<file path="src/rtl/input_conditioner.sv">
// Board input front end: 2-flop synchronisers, per-channel debounce with press/release
// pulses, and quadrature decoding of a rotary encoder into step pulses and a position.
module input_conditioner #(
    parameter int NUM_BTN       = 5,
    parameter int DB_CYCLES     = 500000,
    parameter int ROT_DB_CYCLES = 5000,
    parameter int DB_W          = 20,
    parameter int POS_W         = 8,
    parameter int POS_MAX       = 255,
    parameter int WRAP          = 1
) (
    input  logic               Clock,
    input  logic               Reset,
    input  logic [NUM_BTN-1:0] iBtn,
    input  logic               iRotA,
    input  logic               iRotB,
    input  logic               iPosClear,
    output logic [NUM_BTN-1:0] oBtnLevel,
    output logic [NUM_BTN-1:0] oBtnPress,
    output logic [NUM_BTN-1:0] oBtnRelease,
    output logic               oRotCW,
    output logic               oRotCCW,
    output logic [POS_W-1:0]   oRotPos
);

    // Channels 0..NUM_BTN-1 are buttons, then rotary A, then rotary B.
    localparam int NCH   = NUM_BTN + 2;
    localparam int CH_A  = NUM_BTN;
    localparam int CH_B  = NUM_BTN + 1;

    localparam logic [DB_W-1:0]  BTN_LAST = DB_W'(DB_CYCLES - 1);
    localparam logic [DB_W-1:0]  ROT_LAST = DB_W'(ROT_DB_CYCLES - 1);
    localparam logic [DB_W-1:0]  CNT_ONE  = DB_W'(1);
    localparam logic [POS_W-1:0] POS_TOP  = POS_W'(POS_MAX);
    localparam logic [POS_W-1:0] POS_ONE  = POS_W'(1);

    logic [NCH-1:0]            raw;
    logic [NCH-1:0]            meta_q, meta_d;
    logic [NCH-1:0]            sync_q, sync_d;
    logic [NCH-1:0]            level_q, level_d;
    logic [NCH-1:0][DB_W-1:0]  cnt_q, cnt_d;
    logic [NCH-1:0]            toggle;
    logic [NUM_BTN-1:0]        press_q, press_d;
    logic [NUM_BTN-1:0]        release_q, release_d;
    logic                      cw_q, cw_d;
    logic                      ccw_q, ccw_d;
    logic                      a_rise;
    logic [POS_W-1:0]          pos_q, pos_d;

    assign raw = {iRotB, iRotA, iBtn};

    // NOTE: every variable written here gets a default first, so no path leaves it
    // unassigned and no latch is inferred.
    always_comb begin
        meta_d  = raw;
        sync_d  = meta_q;
        level_d = level_q;
        cnt_d   = cnt_q;
        toggle  = '0;
        for (int i = 0; i < NCH; i++) begin
            if (sync_q[i] == level_q[i]) begin
                cnt_d[i] = '0;
            end else if (cnt_q[i] == ((i < NUM_BTN) ? BTN_LAST : ROT_LAST)) begin
                toggle[i]  = 1'b1;
                level_d[i] = ~level_q[i];
                cnt_d[i]   = '0;
            end else begin
                cnt_d[i] = cnt_q[i] + CNT_ONE;
            end
        end
    end

    // Pulses are registered alongside the level so they line up with it exactly.
    always_comb begin
        press_d   = toggle[NUM_BTN-1:0] & ~level_q[NUM_BTN-1:0];
        release_d = toggle[NUM_BTN-1:0] &  level_q[NUM_BTN-1:0];
        a_rise    = toggle[CH_A] & ~level_q[CH_A];
        cw_d      = a_rise & ~level_q[CH_B];
        ccw_d     = a_rise &  level_q[CH_B];
    end

    always_comb begin
        pos_d = pos_q;
        if (iPosClear) begin
            pos_d = '0;
        end else if (cw_q) begin
            if (pos_q == POS_TOP) pos_d = (WRAP != 0) ? '0 : POS_TOP;
            else                  pos_d = pos_q + POS_ONE;
        end else if (ccw_q) begin
            if (pos_q == '0) pos_d = (WRAP != 0) ? POS_TOP : '0;
            else             pos_d = pos_q - POS_ONE;
        end
    end

    // NOTE: non-blocking assignments keep every flop sampling pre-edge values, so the
    // synchroniser stages shift by one each edge instead of collapsing into one.
    // NOTE: debounce counters are reset too, so a count in flight when reset hits can
    // never complete afterwards.
    always_ff @(posedge Clock or negedge Reset) begin
        if (!Reset) begin
            meta_q    <= '0;
            sync_q    <= '0;
            level_q   <= '0;
            cnt_q     <= '0;
            press_q   <= '0;
            release_q <= '0;
            cw_q      <= 1'b0;
            ccw_q     <= 1'b0;
            pos_q     <= '0;
        end else begin
            meta_q    <= meta_d;
            sync_q    <= sync_d;
            level_q   <= level_d;
            cnt_q     <= cnt_d;
            press_q   <= press_d;
            release_q <= release_d;
            cw_q      <= cw_d;
            ccw_q     <= ccw_d;
            pos_q     <= pos_d;
        end
    end

    assign oBtnLevel   = level_q[NUM_BTN-1:0];
    assign oBtnPress   = press_q;
    assign oBtnRelease = release_q;
    assign oRotCW      = cw_q;
    assign oRotCCW     = ccw_q;
    assign oRotPos     = pos_q;

endmodule

</file>
<file path="config.mk">
export PLATFORM = sky130hd
export DESIGN_NAME = input_conditioner
export DESIGN_NICKNAME = d
export VERILOG_FILES = /design/src/rtl/input_conditioner.sv
export SDC_FILE = /design/constraint.sdc
export NUM_CORES = 1
export LEC_CHECK = 0
export CAP_MARGIN = 20
export CORE_MARGIN = 2
export CORE_UTILIZATION = 50
export DETAILED_ROUTE_END_ITERATION = 10
export HOLD_SLACK_MARGIN = 0.15
export PLACE_DENSITY = 0.67
export SLEW_MARGIN = 10
export SYNTH_ARGS = -nofsm -noshare
export SYNTH_HDL_FRONTEND = slang
export SYNTH_SLANG_ARGS = --single-unit
</file>
<file path="constraint.sdc">
create_clock -name Clock -period 5.4 [get_ports Clock]
set_clock_uncertainty 0.15 [all_clocks]
set_input_delay 0.81 -clock Clock [delete_from_list [all_inputs] [get_ports Clock]]
set_output_delay 0.81 -clock Clock [all_outputs]
set_load 0.1 [all_outputs]
</file>
Word-level counts from Yosys, hierarchy flattened
Cells that the tools add are included.

word-level totals
  register bits after elaboration = 181
  bits of input ports = 10
  output and inout port bits = 25
  logic and storage cells = 105

cells by class
  muxes and demuxes = 31
  add/sub/neg operators = 9
  bitwise operators = 20
  eq/ne operators = 15
  reduce and logical (&&, ||, !) cells = 9

operator list
  kind                   number
  $mux 20                14
  $add 20x1->20 const B  7
  $eq 20x19->1 const B   5
  $eq 20x13->1 const B   2
  $mux 8                 5
  $not 1->1              14
  $reduce_and 2->1       7
  $mux 1                 12
  $and 5x5->5            2
  $add 8x1->8 const B    1
  $eq 8x8->1 const B     1
  $logic_not 8->1        1
  $sub 8x1->8 const B    1
  $eq 1x1->1             7
  $not 5->5              1
  $and 1x1->1            3
  $reduce_bool 3->1      1

Depth between registers and ports, before layout
  depth after elaboration = 5
  gate-level depth with buffers = 7

Least setup slack after synthesis
OpenSTA, ideal clock, no wires.

  path kind = register to register
  start = reg pos_q[0] (netlist: oRotPos[0])
  end = reg pos_q[2] (netlist: oRotPos[2])
  arrival = 2357 ps
  setup slack = 2771 ps
  required time = 5128 ps
  library setup time = 122 ps
  period minus slack after synthesis = 2629 ps
  path buffers = 1
  cell stages (with the launch flop) = 8
  path through = dfrtp_1 > clkbuf_1 > inv_1 > ha_1 > nand2b_1 > nor4_1 > or4_1 > o2111a_1

on the way
  cells in the longest elaborated chain, start to end = 5

RTL lines
  what                                            line    text
  from (decl)                                     48      logic [POS_W-1:0] pos_q, pos_d;
  from (signal assigned)                          119     pos_q <= pos_d;
  $sub 8x1->8 or $logic_not 8->1 (tied branches)  91, 90
  $mux 8                                          90      if (pos_q == '0) pos_d = (WRAP != 0) ? POS_TOP : '0;
  $mux 8                                          89      end else if (ccw_q) begin
  $mux 8 (*)                                      86      end else if (cw_q) begin
  $mux 8 (*)                                      84      if (iPosClear) begin

Every way passes the cells marked *; elsewhere a longest branch is shown, timed or not. The select of a mux whose other input is x is not followed.
A chain may end at the register's enable or synchronous reset.

Worst setup path after layout
  start = reg cw_q (netlist: oRotCW)
  end = out oRotCW

RTL lines
  what                    line  text
  from (decl)             45    logic cw_q, cw_d;
  from (signal assigned)  117   cw_q <= cw_d;
  to (decl)               21    output logic oRotCW,

No word-level cell between the ends.

==> impl_metrics.csv <==
group,metric,value,unit
drt,drt_iter0_markers,395,
hold_path,min_path_type,"reg -> reg",
drt,met2_length,8.128,mm
yosys,syn_area,8912,um^2
hold_path,hold_path.startpoint,"meta_q[2]$_DFF_PN0_",
hold_path,hold_end,"sync_q[2]$_DFF_PN0_",
cts,hold_buffers,0,
power_and_ir_drop,leakage,3.953,nW
placement,place_area,9453,um^2
drt,routed_via_density,5.806,
power_and_ir_drop,powerDensity,283.6,nW/um^2
power_and_ir_drop,p_sw,0.6611,mW
yosys,synthFlopType,"dfrtp_1",
critical_path,worstRegToRegCells,4,
yosys,synth_cell_type_count,64,
die,ioPinCount,35,
placement,globalplace.congestion,0.8582,
global_routing,grt_use_total,0.1995,
placement,place_inst,1123,
yosys,ys_ff_latch,181,
cells_and_area,area_growth,13.06,%
die,fp.dieH,137.5,um
critical_path,crit_start,"oRotCW$_DFF_PN0_",
timing,fin_setup_tns,0,ns
cts,cts_made_buffers,17,
yosys,yosysWarnings,0,
cells_and_area,multiInputGateArea,4155,um^2
cells_and_area,final_cell_mix,"dfrtp_1, nor2_1, xnor2_1",
yosys,syn_inst,885,
global_routing,grt_overflow,0,
cells_and_area,final_cell_area,10080,um^2
drt,top_layer_used,"met4",
hold_path,holdPathStages,0,
critical_path,critPathMaxStageDelay,1.24,ns
yosys,avgSynthCellArea,10.07,um^2
die,rows,48,
power_and_ir_drop,vdd_drop_max,0.0002144,V
cts,clk_latency,0.44,ns
cts,ctsResizeCount,0,
cts,cts_setup_buffers,0,
drt,routed_wl,17.22,mm
power_and_ir_drop,power.share.switching,0.2313,
run,max-cap-violations,0,
timing,period_share,0.5883,
die,die_area,18910,um^2
power_and_ir_drop,p_total,2.858,mW
timing,worst_slew_pin_slew,1.016,ns
yosys,synth_area_leaders,"dfrtp_1, xnor2_1, nor2_1",
critical_path,r2r-end,"cnt_q[123]$_DFF_PN0_",
critical_path,required,4.44,ns
timing,hold_ws,0.1995,ns
critical_path,cp.depth,1,
cells_and_area,fillers,1499,
yosys,synth_top_cell_by_area,"dfrtp_1",
placement,dpl.hpwl,11.50,mm
power_and_ir_drop,pwr-share-seq,0.492,
drt,ant_nets,0,
drt,dr.pass1.iters,5,
cells_and_area,finalNetCount,937,
timing,layout_setup_ws,2.223,ns
drt,drt_drc_violations_left,0,
critical_path,crit_buf_inv,1,
critical_path,startpoint_type,"register",
global_routing,antenna_found_initial,0,
placement,dp_slack,2.633,ns
placement,port-buffer-count,34,
cts,cts_sinks,181,
die,start_util,0.5135,
critical_path,worst_ep_arrival_time,2.22,ns
cts,cts_tree,"done",
critical_path,r2r_slack,2.95,ns
cells_and_area,stdcell_count,1155,
global_routing,grt_pass1_wl,30.37,mm
drt,wl_per_cell,14.91,um
cells_and_area,register_area,4529,um^2
yosys,syn-num-nets,905,
cts,htree_levels,4,
critical_path,cp_max_fo,12,
status,status,"finished clean",
critical_path,crit_type,"reg -> out",
cells_and_area,fin_util,0.5805,
power_and_ir_drop,combPwrFrac,0.053,
global_routing,grt_pass1_vias,6473,
timing,relSlewSlack,0.3208,
die,die_x,137.5,um
timing,fmax,314.8,MHz
timing,slew_violations,0,
drt,drt-met1-wl,8.322,mm
cells_and_area,final_common_cell,"dfrtp_1",
yosys,synth_top_area_frac,0.5082,
power_and_ir_drop,pwr-share-clk,0.455,
cts,cts.clk_slew.worst_paths,0.06,ns
critical_path,slowest_stage,"clkdlybuf4s50_1",
critical_path,end_kind,"primary output",
cells_and_area,antenna_cells,0,
yosys,synth_edf_count,0,
yosys,async_flop_share,1.000,
timing,finalHoldViolCount,0,
power_and_ir_drop,p_int,2.197,mW
die,coreArea,17360,um^2
timing,setup_viol,0,
critical_path,reg2reg_from,"cnt_q[135]$_DFF_PN0_",
yosys,ys_seq_area_frac,0.5082,
critical_path,path_cells,"clkdlybuf4s50_1",
critical_path,crit_family,"buffers and inverters",
cts,cts.path.max_buffers,2,
cts,root_buffer,"clkbuf_16",
global_routing,grt_max_degree,94,
cells_and_area,layout-drive-gt1-share,0.07742,
timing,rsz0062_at_grt,"no",
timing,fin_crit,3.177,ns
drt,vias,6706,
drt,wl_met3,468,um
[per-layer routing]
| layer | global-route usage | vias up |
|---|---|---|
| met5 | 0 | - |
| met4 | 0.07388 | 0 |
| met3 | 0.03679 | 30 |
| met2 | 0.3132 | 86 |
| met1 | 0.2771 | 3291 |
| li1 | - | 3299 |
[cell families after synthesis]
group | Yosys count | synth area share
muxes | 8 | 0.009968
DFF | 181 | 0.5082
xor gates and xnor gates | 94 | 0.09238
and+or+nand+nor | 417 | 0.2579
adders and majority gates | 10 | 0.01404
buffers and inverters | 54 | 0.02597
AOI/OAI and AO/OA | 121 | 0.09154
[power by group through the flow]
stage	sequential (mW)	combinational [mW]	clock, mW
floorplan	1.45	0.0728	0
global placement	1.43	0.153	0
detailed placement	1.43	0.154	0
CTS	1.41	0.156	1.33
global route	1.41	0.171	1.38
finish	1.41	0.152	1.30
[Yosys cell counts, types with 17 or more instances]
library cell,n
dfrtp_1,181
nor2_1,104
xnor2_1,64
nand2_1,49
nand3_1,48
a21oi_1,42
nand4_1,35
nor4_1,31
xor2_1,30
or4_1,28
inv_1,27
or3_1,24
nor3_1,22
o31ai_1,21
clkbuf_1,19
o21ai_0,17
[how the worst max path moves through the flow]
stage | to | slack [ns]
final | oRotCW | 2.22
after detailed placement | cnt_q[63]$_DFF_PN0_ | 2.63
after floorplan | oRotPos[2]$_DFFE_PN0P_ | 2.77
after global placement | oRotCW | 2.69
after global routing | oRotPos[2] | 2.14
after CTS | oRotCW | 2.20
[layout make-up]
class	count	share of cell area
Sequential cell	181	0.4495
Multi-Input combinational cell	650	0.4124
Clock buffer	23	0.04744
Timing Repair Buffer	40	0.03862
Tap cell	225	0.02794
Clock inverter	9	0.01403
Inverter	27	0.01006
[registers in the layout (all words and copies together), names as in the netlist]
register,cells
cnt_q,140
oRotPos,8
level_q,7
meta_q,7
sync_q,7
oBtnPress,5
oBtnRelease,5
oRotCCW,1
oRotCW,1
Note: power is estimated with default switching activity, not from simulation.
